--- config.mk ---
export PLATFORM = sky130hd
export DESIGN_NAME = key_sequencer
export DESIGN_NICKNAME = d
export VERILOG_FILES = /design/src/rtl/rc4_pkg.sv /design/src/rtl/key_sequencer.sv
export SDC_FILE = /design/constraint.sdc
export NUM_CORES = 1
export LEC_CHECK = 0
export ABC_AREA = 1
export ABC_CLOCK_PERIOD_IN_PS = 2200
export BUFFER_PORTS_ARGS = -buffer_cell sky130_fd_sc_hd__clkbuf_2
export CAP_MARGIN = 20
export CORE_MARGIN = 1.5
export CORE_UTILIZATION = 53
export CTS_BUF_LIST = sky130_fd_sc_hd__clkbuf_8
export DETAILED_ROUTE_END_ITERATION = 7
export PLACE_DENSITY = 0.83
export RECOVER_POWER = 50
export SLEW_MARGIN = 20
export SYNTH_ARGS = -nofsm -noshare
export SYNTH_HDL_FRONTEND = slang
export SYNTH_SLANG_ARGS = --single-unit
export TNS_END_PERCENT = 10
--- constraint.sdc ---
create_clock -name clk -period 2.2 [get_ports clk]
set_input_delay 0.33 -clock clk [delete_from_list [all_inputs] [get_ports clk]]
set_output_delay 0.33 -clock clk [all_outputs]
set_load 0.02 [all_outputs]
--- src/rtl/rc4_pkg.sv ---
// Shared definitions for the RC4 key-search cluster: sequencer states and the
// RAM-owner mode encodings used by both the key sequencer and the RAM controller.
package rc4_pkg;

  typedef enum logic [3:0] {
    ST_IDLE,
    ST_INIT,
    ST_INIT_GAP,
    ST_SHUF,
    ST_SHUF_GAP,
    ST_DEC,
    ST_DEC_GAP,
    ST_FOUND,
    ST_EXHAUSTED
  } seq_state_t;

  localparam logic [5:0] MODE_IDLE = 6'b000_000;
  localparam logic [5:0] MODE_INIT = 6'b001_000;
  localparam logic [5:0] MODE_SHUF = 6'b010_000;
  localparam logic [5:0] MODE_DEC  = 6'b011_000;

  // RAM owner for a given sequencer state; every non-phase state releases the RAM.
  function automatic logic [5:0] mode_of(input seq_state_t s);
    case (s)
      ST_INIT: return MODE_INIT;
      ST_SHUF: return MODE_SHUF;
      ST_DEC:  return MODE_DEC;
      default: return MODE_IDLE;
    endcase
  endfunction

endpackage

--- src/rtl/key_sequencer.sv ---
// Key sequencer: walks candidate keys through init / shuffle / decrypt phases
// of the RC4 engine, stopping on a successful decrypt, key exhaustion or abort.
//
// state        | meaning
// -------------+----------------------------------------------------------
// ST_IDLE      | waiting for start, RAM released
// ST_INIT      | initializer owns RAM, waiting for finish_bus[0]
// ST_INIT_GAP  | RAM released until finish_bus clears
// ST_SHUF      | shuffler owns RAM, waiting for finish_bus[1]
// ST_SHUF_GAP  | RAM released until finish_bus clears
// ST_DEC       | decryptor owns RAM, waiting for finish_bus[2]
// ST_DEC_GAP   | RAM released; then found / exhausted / next key
// ST_FOUND     | key holds the winning value; start restarts the search
// ST_EXHAUSTED | no key up to KEY_MAX worked; start restarts the search
module key_sequencer
  import rc4_pkg::*;
#(
  parameter int          RAM_WIDTH   = 8,
  parameter int          KEY_LENGTH  = 3,
  parameter int          NUM_DEVICES = 3,
  parameter int unsigned KEY_START   = 0,
  parameter int unsigned KEY_STEP    = 1,
  parameter int unsigned KEY_MAX     = 24'h3FFFFF
) (
  input  logic                                    clk,
  input  logic                                    reset,
  input  logic                                    start,
  input  logic                                    abort,
  input  logic [NUM_DEVICES-1:0]                  finish_bus,
  input  logic                                    success,
  output logic [5:0]                              mode,
  output logic [0:KEY_LENGTH-1][RAM_WIDTH-1:0]    key,
  output logic                                    busy,
  output logic                                    found,
  output logic                                    exhausted,
  output logic [KEY_LENGTH*RAM_WIDTH-1:0]         attempts
);

  localparam int KW = KEY_LENGTH * RAM_WIDTH;

  localparam logic [KW-1:0] START_V = KW'(KEY_START);
  // Key advance is compared one bit wider so a step past all-ones never wraps.
  localparam logic [KW:0]   STEP_X  = (KW+1)'(KEY_STEP);
  localparam logic [KW:0]   MAX_X   = (KW+1)'(KEY_MAX);

  seq_state_t    state_q, state_d;
  logic [KW-1:0] key_q, key_d;
  logic [KW-1:0] att_q, att_d;
  logic          succ_q, succ_d;
  logic [5:0]    mode_q;
  logic [KW:0]   key_next_x;

  assign key_next_x = {1'b0, key_q} + STEP_X;

  assign busy      = (state_q != ST_IDLE) && (state_q != ST_FOUND) &&
                     (state_q != ST_EXHAUSTED);
  assign found     = (state_q == ST_FOUND);
  assign exhausted = (state_q == ST_EXHAUSTED);
  assign mode      = mode_q;
  assign key       = key_q;
  assign attempts  = att_q;

  // State and datapath registers; mode is decoded from the next state so it is
  // glitch-free and lands on the same edge as the state change.
  always_ff @(posedge clk or negedge reset) begin
    if (!reset) begin
      state_q <= ST_IDLE;
      mode_q  <= MODE_IDLE;
      key_q   <= START_V;
      att_q   <= '0;
      succ_q  <= 1'b0;
    end else begin
      state_q <= state_d;
      mode_q  <= mode_of(state_d);
      key_q   <= key_d;
      att_q   <= att_d;
      succ_q  <= succ_d;
    end
  end

  // Next-state, key advance, attempt counting and verdict capture.
  always_comb begin
    state_d = state_q;
    key_d   = key_q;
    att_d   = att_q;
    succ_d  = succ_q;
    case (state_q)
      ST_IDLE, ST_FOUND, ST_EXHAUSTED: begin
        if (start && !abort) begin
          state_d = ST_INIT;
          key_d   = START_V;
          att_d   = '0;
          succ_d  = 1'b0;
        end
      end
      ST_INIT:     if (finish_bus[0])     state_d = ST_INIT_GAP;
      ST_INIT_GAP: if (finish_bus == '0)  state_d = ST_SHUF;
      ST_SHUF:     if (finish_bus[1])     state_d = ST_SHUF_GAP;
      ST_SHUF_GAP: if (finish_bus == '0)  state_d = ST_DEC;
      ST_DEC: begin
        if (finish_bus[2]) begin
          state_d = ST_DEC_GAP;
          succ_d  = success;
          if (att_q != '1) att_d = att_q + KW'(1);
        end
      end
      ST_DEC_GAP: begin
        if (finish_bus == '0) begin
          if (succ_q) begin
            state_d = ST_FOUND;
          end else if (key_next_x > MAX_X) begin
            state_d = ST_EXHAUSTED;
          end else begin
            key_d   = key_next_x[KW-1:0];
            state_d = ST_INIT;
          end
        end
      end
      default: state_d = ST_IDLE;
    endcase
    // Abort freezes key and attempts where they stand, even on a phase-exit edge.
    if (abort && busy) begin
      state_d = ST_IDLE;
      key_d   = key_q;
      att_d   = att_q;
    end
  end

endmodule

After elaboration in Yosys (flattened, before gate mapping). Cells that the tools add are included.

Bits in latches: 0. Word-level logic and storage cells: 66. Input bits: 8. Register bits: 59. Memory bits (read-only): 0. Memories kept: 0. RAM bits: 0.

Shift operators: 0. $mul: 0. Add/subtract/negate cells: 2. Eq/ne operators: 20. Reduce and logical (&&, ||, !) cells: 14. Multiplexer cells: 23. Bitwise gates (word level): 1. $lt $le $gt $ge: 1. Div/mod/pow operators: 0.

Operators by type and width (count): $mux 24 (6); $pmux 24 s2 (2); $mux 4 (10); $pmux 4 s7 (1); $add 24x1->25 const B (1); $gt 25x22->1 const B (1); $add 24x1->24 const B (1); $ne 24x24->1 const B (1); $eq 4x3->1 const B (5); $pmux 5 s3 (1); $eq 4x2->1 const B (3); $ne 2x2->1 const B (6); $eq 4x1->1 const B (2); $reduce_and 6->1 (1); $reduce_and 5->1 (1); $eq 4x4->1 const B (1); $logic_and 1x1->1 (4); $logic_not 4->1 (1); $ne 4x3->1 const B (1); $ne 4x4->1 const B (1); $reduce_bool 2->1 (2); $reduce_bool 4->1 (1); $logic_not 3->1 (1); $reduce_and 3->1 (1); other kinds (5) (6).

Logic depth before layout (Yosys ltp). Gate-level depths: netlist of the first run.

Word-level depth: 9. Mapped depth: 18. Depth with buffers taken out: 17.

Worst setup path before layout of the first run. Ideal clock, no wire load.

Path type: register to register. From: reg key_q[1] (netlist: key[1]). To: reg key_q[2] (netlist: key[2]). Stages on the path, launching flop included: 16. Clock period less this slack: 2271 ps. Library setup time: 119 ps. Arrival time: 2152 ps. Slack: -71 ps. Buffers on the path: 1. Data required time: 2081 ps. Cell sequence: dfrtp_1 ha_1 nand2_2 nor2_4 nand2_2 nor2_2 nand2_1 nand2_1 nand3_1 nor3_2 nand2_2 nand2_4 nand2_8 buf_8 nand2_1 o21ai_2.

Word-level cells in the longest chain between the ends: 5. Elaborated cells between the ends (all ways): 8. Those cells by class: 1 x add/sub; 1 x order compare; 1 x eq/ne; 4 x mux; 1 x reduce/logical.

Ends and longest elaborated chain: start: declaration (line key_sequencer.sv:47) `logic [KW-1:0] key_q, key_d;`; start signal: assignment (line key_sequencer.sv:75) `key_q <= key_d;`; $add 24x1->25 (*) (line key_sequencer.sv:53) `assign key_next_x = {1'b0, key_q} + STEP_X;`; parallel branches: the longest is 4 deep, another holds $gt 25x22->1.

Mark *: on every way between the ends. The select of a mux whose other input is x is not followed. A chain may end at the register's enable or synchronous reset.

Worst setup path in the final report of the first run.
From: reg key_q[5] (netlist: key[5]). To: reg key_q[11] (netlist: key[11]).

Same word-level chain as after synthesis.

==> results.toml, run 1 <==
[status]
run_status = "finished with violations"
violations = "setup timing"

[cts]
cts.sinks = 55
numCtsBuffers = 5
cts.clk_slew.worst_paths_ps = 110
clk_latency_ps = 320
htreeDepth = 2
clockRootBuffer = "clkbuf_8"
clockBufferDepth = 2
cts_tree = "yes"

[logic_synthesis]
yosysTopAreaCell = "dfrtp_1"
avgSynthCellArea_um2 = 7.13
ys_seq_area_frac = 0.346
synthMuxAreaShare = 0
synth_top_family_by_area = "simple AND/OR/NAND/NOR gates"
synth_edf_count = 0
synth_seq_cells = 55
synth_compound_area_frac = 0.122
netlist-cell-type-count = 39
yosys.area_share.simple = 0.385
synth_xor_area_frac = 0.0441
synth_adder_area_share = 0.00944
synthTopCellsByCount = "153 x nand2_1, 59 x inv_1, 58 x nor2_1, 55 x dfrtp_1, 41 x nand3_1"
synth_most_common_cell = "nand2_1"
yosysWarnings = 0
synth_flop_cell = "dfrtp_1"
syn_area_mm2 = 0.00398
synthCells = 558
netlist_top_cells_area = "dfrtp_1 35%, nand2_1 14%, inv_1 5.6%"
synthArstFlopShare = 1.00
synth_top_area_share = 0.346

[worst_setup_path]
cp_top_family = "simple AND/OR/NAND/NOR gates"
worst-path-buf-inv = 1
cp.required_ps = 2460
cp-startpoint = "key[5]"
critical_path.cell_chain = "nand2_1 -> nor2_1 -> nand2_2 -> nor2_4 -> nand2_1 -> nand2_1 -> nand2_1 -> nor2_1 -> nand2_1 -> nor2_1 -> nand2_1 -> nand2_2 -> nand2_4 -> nand2_8 -> buf_12 -> nand2_1 -> o21ai_2"
max_stage_delay_ps = 440
critPathLaunchType = "flop"
cp.arrival_ps = 2580
crit_path_end_kind = "flop"
worst_r2r_startpoint = "key[5]"
path_class = "flop to flop"
cpMostUsedCell = "nand2_1"
slowest_stage = "dfrtp_1"
critPathMaxFanout = 9
critical_path_cell_count = 17
ff2ff_path_depth = 17

[final_layout]
drive_above_1_share = 0.289
nets = 670
design_area_mm2 = 0.00491
stdcell_count = 759
synthToLayoutAreaGrowth_pct = 23.5
n_antenna_cell = 0

[pwr]
p_switching_w = 0.00140
power_frac_comb = 0.482
clockPowerShare = 0.180
seqPwrFrac = 0.338
p_leak_nw = 2.14
powerDensity_mw_per_mm2 = 674
switching_share = 0.424
internal-power_w = 0.00191
vdd_drop_max_mv = 0.439

[worst_hold_path]
hold_depth = 3
hp-start = "success"
hold_class = "input port to flop"

[sta]
finClkSkew_ps = 14.4
fin_crit_ps = 2320
setup-violations-final = 24
slew_violations = 0
setup_ws_ps = -122
fmax_mhz = 431
slew_headroom = 0.160
fin_crit_sh = 1.06
worst_pin_slew_ps = 1260
rsz0062_at_grt = "yes"
final_hold_viol_count = 0

[detailed_routing]
vias = 4181
wl_per_cell_um = 14.3
ant_nets = 0
first_pass_iters = 5
drc_errors = 0
vias_per_cell = 5.51
drt_iter0_markers = 320
routed_wl_um = 10900

[floorplan]
die-height_um = 89.6
rows = 31
die_area_mm2 = 0.00803
core_mm2 = 0.00725
dieWidth_um = 89.6
io_pins = 65
start_util = 0.548

[placed_design]
place_congestion = 0.946
place_area_mm2 = 0.00464
portBuffers = 60
pre_cts_ws_ps = -71.1
dp_hpwl_um = 7970
dpl.cell_count = 744

[global_route]
grt_pass1_vias = 3838
grt_max_degree = 33
grt-ovfl-total = 0
antenna_found_initial = 0
grt_usage = 0.275
grt_pass1_wl_um = 17300

[job]
cap_violations = 0
## state kept, by name (all words and copies together), names as in the netlist
register and cells:
attempts 24, succ_q 1, key 24, state_q 4, mode 2
## worst paths after layout
check,endpoint,slack [ps]
worst min-delay path,succ_q,260
worst max register to register,key[11],-120
worst max-delay path,key[11],-120
min in group asynchronous,key[5],730
max in group asynchronous,key[14],470
worst min register to register,attempts[3],530
## worst reg2reg max path, cell delays in order (launching register included)
cell and delay, ps:
dfrtp_1 440, nand2_1 120, nor2_1 180, nand2_2 180, nor2_4 160, nand2_1 70
nand2_1 100, nand2_1 70, nor2_1 100, nand2_1 60, nor2_1 90, nand2_1 80
nand2_2 100, nand2_4 80, nand2_8 150, buf_12 160, nand2_1 70, o21ai_2 50
## cell usage in the layout, fill, tap and decap left out, types with 7 or more instances in the layout
cell type / instances
nand2_1: 138
inv_1: 59
nor2_1: 56
clkbuf_2: 49
dfrtp_1: 47
nand3_1: 40
buf_4: 36
nand2_2: 29
o21ai_2: 20
o31ai_1: 17
nand4_1: 16
nor3_1: 16
xor2_1: 15
clkbuf_1: 13
o21ai_0: 11
a21oi_1: 8
dfrtp_2: 8
inv_2: 7
## kinds of logic (layout without fill, tap and decap cells)
kind of cell               count (synthesis)  after routing
and+or+nand+nor                          330            330
other                                      1              4
adders and majority gates                  3              3
buffers and inverters                     82            181
xor gates and xnor gates                  20             20
AOI/OAI and AO/OA                         67             67
DFF                                       55             55
## per-layer routing
metal / part of all wire / track usage / vias up
met1: 0.43 / 0.373 / 1988
met3: 0.063 / 0.0329 / 11
met4: 0.010 / 0.0685 / 0
met2: 0.49 / 0.469 / 170
li1: - / - / 2012
met5: 0 / 0 / -
## power groups by stage
stage	Sequential (W)	Combinational, W	Clock (W)
after floorplan	0.00115	0.000931	0
after global routing	0.00112	0.00170	0.000632
after global placement	0.00113	0.00130	0
final	0.00112	0.00159	0.000596
after detailed placement	0.00113	0.00133	0
after CTS	0.00111	0.00148	0.000605
## area by class of cell
cell class                      instances  area (um^2)
Fill cell                             595         2340
Multi-Input combinational cell        424         2330
Sequential cell                        55         1390
Timing Repair Buffer                  107          729
Inverter                               66          248
Tap cell                               99          124
Clock buffer                            5         68.8
Clock inverter                          3         21.3
## metrics by stage
stage | setup TNS (ps) | utilization | hold slack (ps) | power [W]
after floorplan | 0 | - | 34.4 | 0.00209
after global placement | 0 | 0.640 | 341 | 0.00243
after detailed placement | -1170 | 0.640 | 345 | 0.00246
after CTS | -856 | 0.670 | 251 | 0.00320
after global routing | -6940 | 0.677 | 281 | 0.00346
final | -2410 | 0.677 | 263 | 0.00331
## timing repair
| item | in CTS | in global routing |
|---|---|---|
| gates cloned | 1 | 1 |
| gates resized for setup | 22 | 14 |
| hold buffers | 1 | 0 |
| endpoints found under the setup margin | 22 | 37 |
| pin swaps | 5 | 4 |
| endpoints found under the hold margin | 8 | 0 |
| setup buffers | 3 | 1 |
Power figures use the tool's default switching activity.
==> run 2, diff against run 1 <==
--- a/config.mk
+++ b/config.mk
@@ -13,7 +13,7 @@
 export CORE_UTILIZATION = 53
 export CTS_BUF_LIST = sky130_fd_sc_hd__clkbuf_8
 export DETAILED_ROUTE_END_ITERATION = 7
-export PLACE_DENSITY = 0.83
+export PLACE_DENSITY = 0.9
 export RECOVER_POWER = 50
 export SLEW_MARGIN = 20
 export SYNTH_ARGS = -nofsm -noshare
==> results.toml, run 2 (synthesis gave the netlist of run 1 again) <==
[status]
run_status = "finished with violations"
violations = "setup timing"

[worst_setup_path]
slowest_stage = "dfrtp_2"
r2r_slack_ps = -190
ff2ff_path_depth = 19
cp.arrival_ps = 2640
max_stage_delay_ps = 440
crit_path_end_kind = "flop"
cpMostUsedCell = "nand2_1"
critPathMaxFanout = 8
worst_r2r_startpoint = "key[0]"
cp.required_ps = 2450
cp_top_family = "simple AND/OR/NAND/NOR gates"
path_class = "flop to flop"
rr_endpoint = "key[20]"
worst-path-buf-inv = 3
critPathLaunchType = "flop"
critical_path.cell_chain = "ha_4 -> nand2_4 -> nor2_4 -> nand3b_1 -> inv_1 -> nand2_1 -> nand2_1 -> nand2_1 -> nor2_1 -> nand2_1 -> nor2_1 -> nand2_1 -> nand2_2 -> nand2_4 -> nand2_8 -> buf_4 -> buf_12 -> nand2_2 -> o21ai_2"

[sta]
finClkSkew_ps = 17.7
fmax_mhz = 418
worst_pin_slew_ps = 1400
final_hold_viol_count = 0
setup_ws_ps = -191
rsz0062_at_grt = "yes"
whs_ps = 261
fin_crit_sh = 1.09
setup-violations-final = 26
fin_crit_ps = 2390
slew_violations = 0
slew_headroom = 0.0648
tns_ps = -4190

[floorplan]
die-height_um = 89.6
io_pins = 65
die_area_mm2 = 0.00803
dieWidth_um = 89.6
rows = 31
core_mm2 = 0.00725
start_util = 0.548

[cts]
clk_latency_ps = 330
numCtsBuffers = 5
htreeDepth = 2
cts_tree = "yes"
clockRootBuffer = "clkbuf_8"
cts.sinks = 55
cts.clk_slew.worst_paths_ps = 110
clockBufferDepth = 2

[global_route]
gr-usage-met1 = 0.404
grt_max_degree = 56
grt_pass1_wl_um = 18800
antenna_found_initial = 0
grt-ovfl-total = 0
grt_pass1_vias = 4079
top_usage_layer = "met2"
met3_usage = 0.0475
grt_usage = 0.299
grt_use_met2 = 0.494

[final_layout]
synthToLayoutAreaGrowth_pct = 28.8
nets = 690
final_core_util = 0.706
n_antenna_cell = 0
final_common_cell = "nand2_1"
nFillCells = 550
stdcell_count = 779
final_cell_mix = "142 x nand2_1, 59 x inv_1, 57 x buf_4, 54 x nor2_1, 51 x clkbuf_2"
drive_above_1_share = 0.318

[job]
cap_violations = 0

[detailed_routing]
wl_per_cell_um = 15.0
vias_per_cell = 5.75
drc_errors = 0
drt_iter0_markers = 466
ant_nets = 0
vias = 4479
first_pass_iters = 5
routed_wl_um = 11700

[worst_hold_path]
hp-start = "success"
hold_depth = 3
hold_end = "succ_q"
hold_class = "input port to flop"

[pwr]
powerDensity_mw_per_mm2 = 678
vdd_drop_max_mv = 0.642
p_leak_nw = 2.27

[placed_design]
dp_hpwl_um = 8000
portBuffers = 60
dpl.cell_count = 750
place_congestion = 1.01
pre_cts_ws_ps = -45.2
run 2: changes by cell type in the layout (fill, tap and decap cells not counted), sizes merged:
cell | before | now
buf | 43 | 64
clkbuf | 68 | 66
bufbuf | 0 | 1
clkinv | 3 | 2
clkinvlp | 0 | 1
run 2: layout make-up:
cell class | count | area [um^2] | share of cell area
tap | 99 | 124 | 0.0242
clock buffer | 5 | 68.8 | 0.0134
multi-input combinational | 424 | 2380 | 0.465
timing repair buffer | 127 | 893 | 0.174
inverter | 66 | 248 | 0.0484
clock inverter | 3 | 23.8 | 0.00464
sequential | 55 | 1380 | 0.270
run 2: power by group:
part	total [W]	switching [W]	internal [W]
clock	0.000608	0.000376	0.000231
sequential	0.00112	0.0000556	0.00106
combinational	0.00175	0.00100	0.000745
total	0.00347	0.00144	0.00204
run 2: what timing repair did:
| action | 4_1_cts | 5_1_grt |
|---|---|---|
| endpoints found under the hold margin | 0 | 2 |
| hold buffers | 0 | 1 |
| pin swaps | 17 | 4 |
| setup buffers | 16 | 2 |
| gates cloned | 2 | 0 |
| endpoints found under the setup margin | 22 | 46 |
| gates resized for setup | 28 | 12 |
run 2: worst max-delay path by stage:
| stage | end | cells after the start | slack, ps | startpoint |
|---|---|---|---|---|
| after floorplan | key[2] | 15 | 30 | key[1] |
| after global placement | key[21] | 17 | 40 | key[3] |
| after detailed placement | key[14] | 17 | -50 | key[3] |
| after CTS | key[21] | 17 | -20 | key[1] |
| after global routing | mode[4] | 18 | -300 | key[0] |
| final | key[20] | 19 | -190 | key[0] |
run 2: through the flow:
stage	cell area, um^2	total power [W]
after floorplan	3990	0.00209
after global placement	4690	0.00245
after detailed placement	4690	0.00250
after CTS	5080	0.00341
after global routing	5120	0.00363
final	5120	0.00347
run 2: per-layer routing:
metal,part of all wire,wire (um)
met3,0.10,1200
met4,0.019,226
met5,0,0
met1,0.40,4700
met2,0.47,5540
run 2: tightest hold or removal path, stage by stage:
cell      delay [ps]
clkbuf_2          90
nand3_1           60
o21ai_0           70
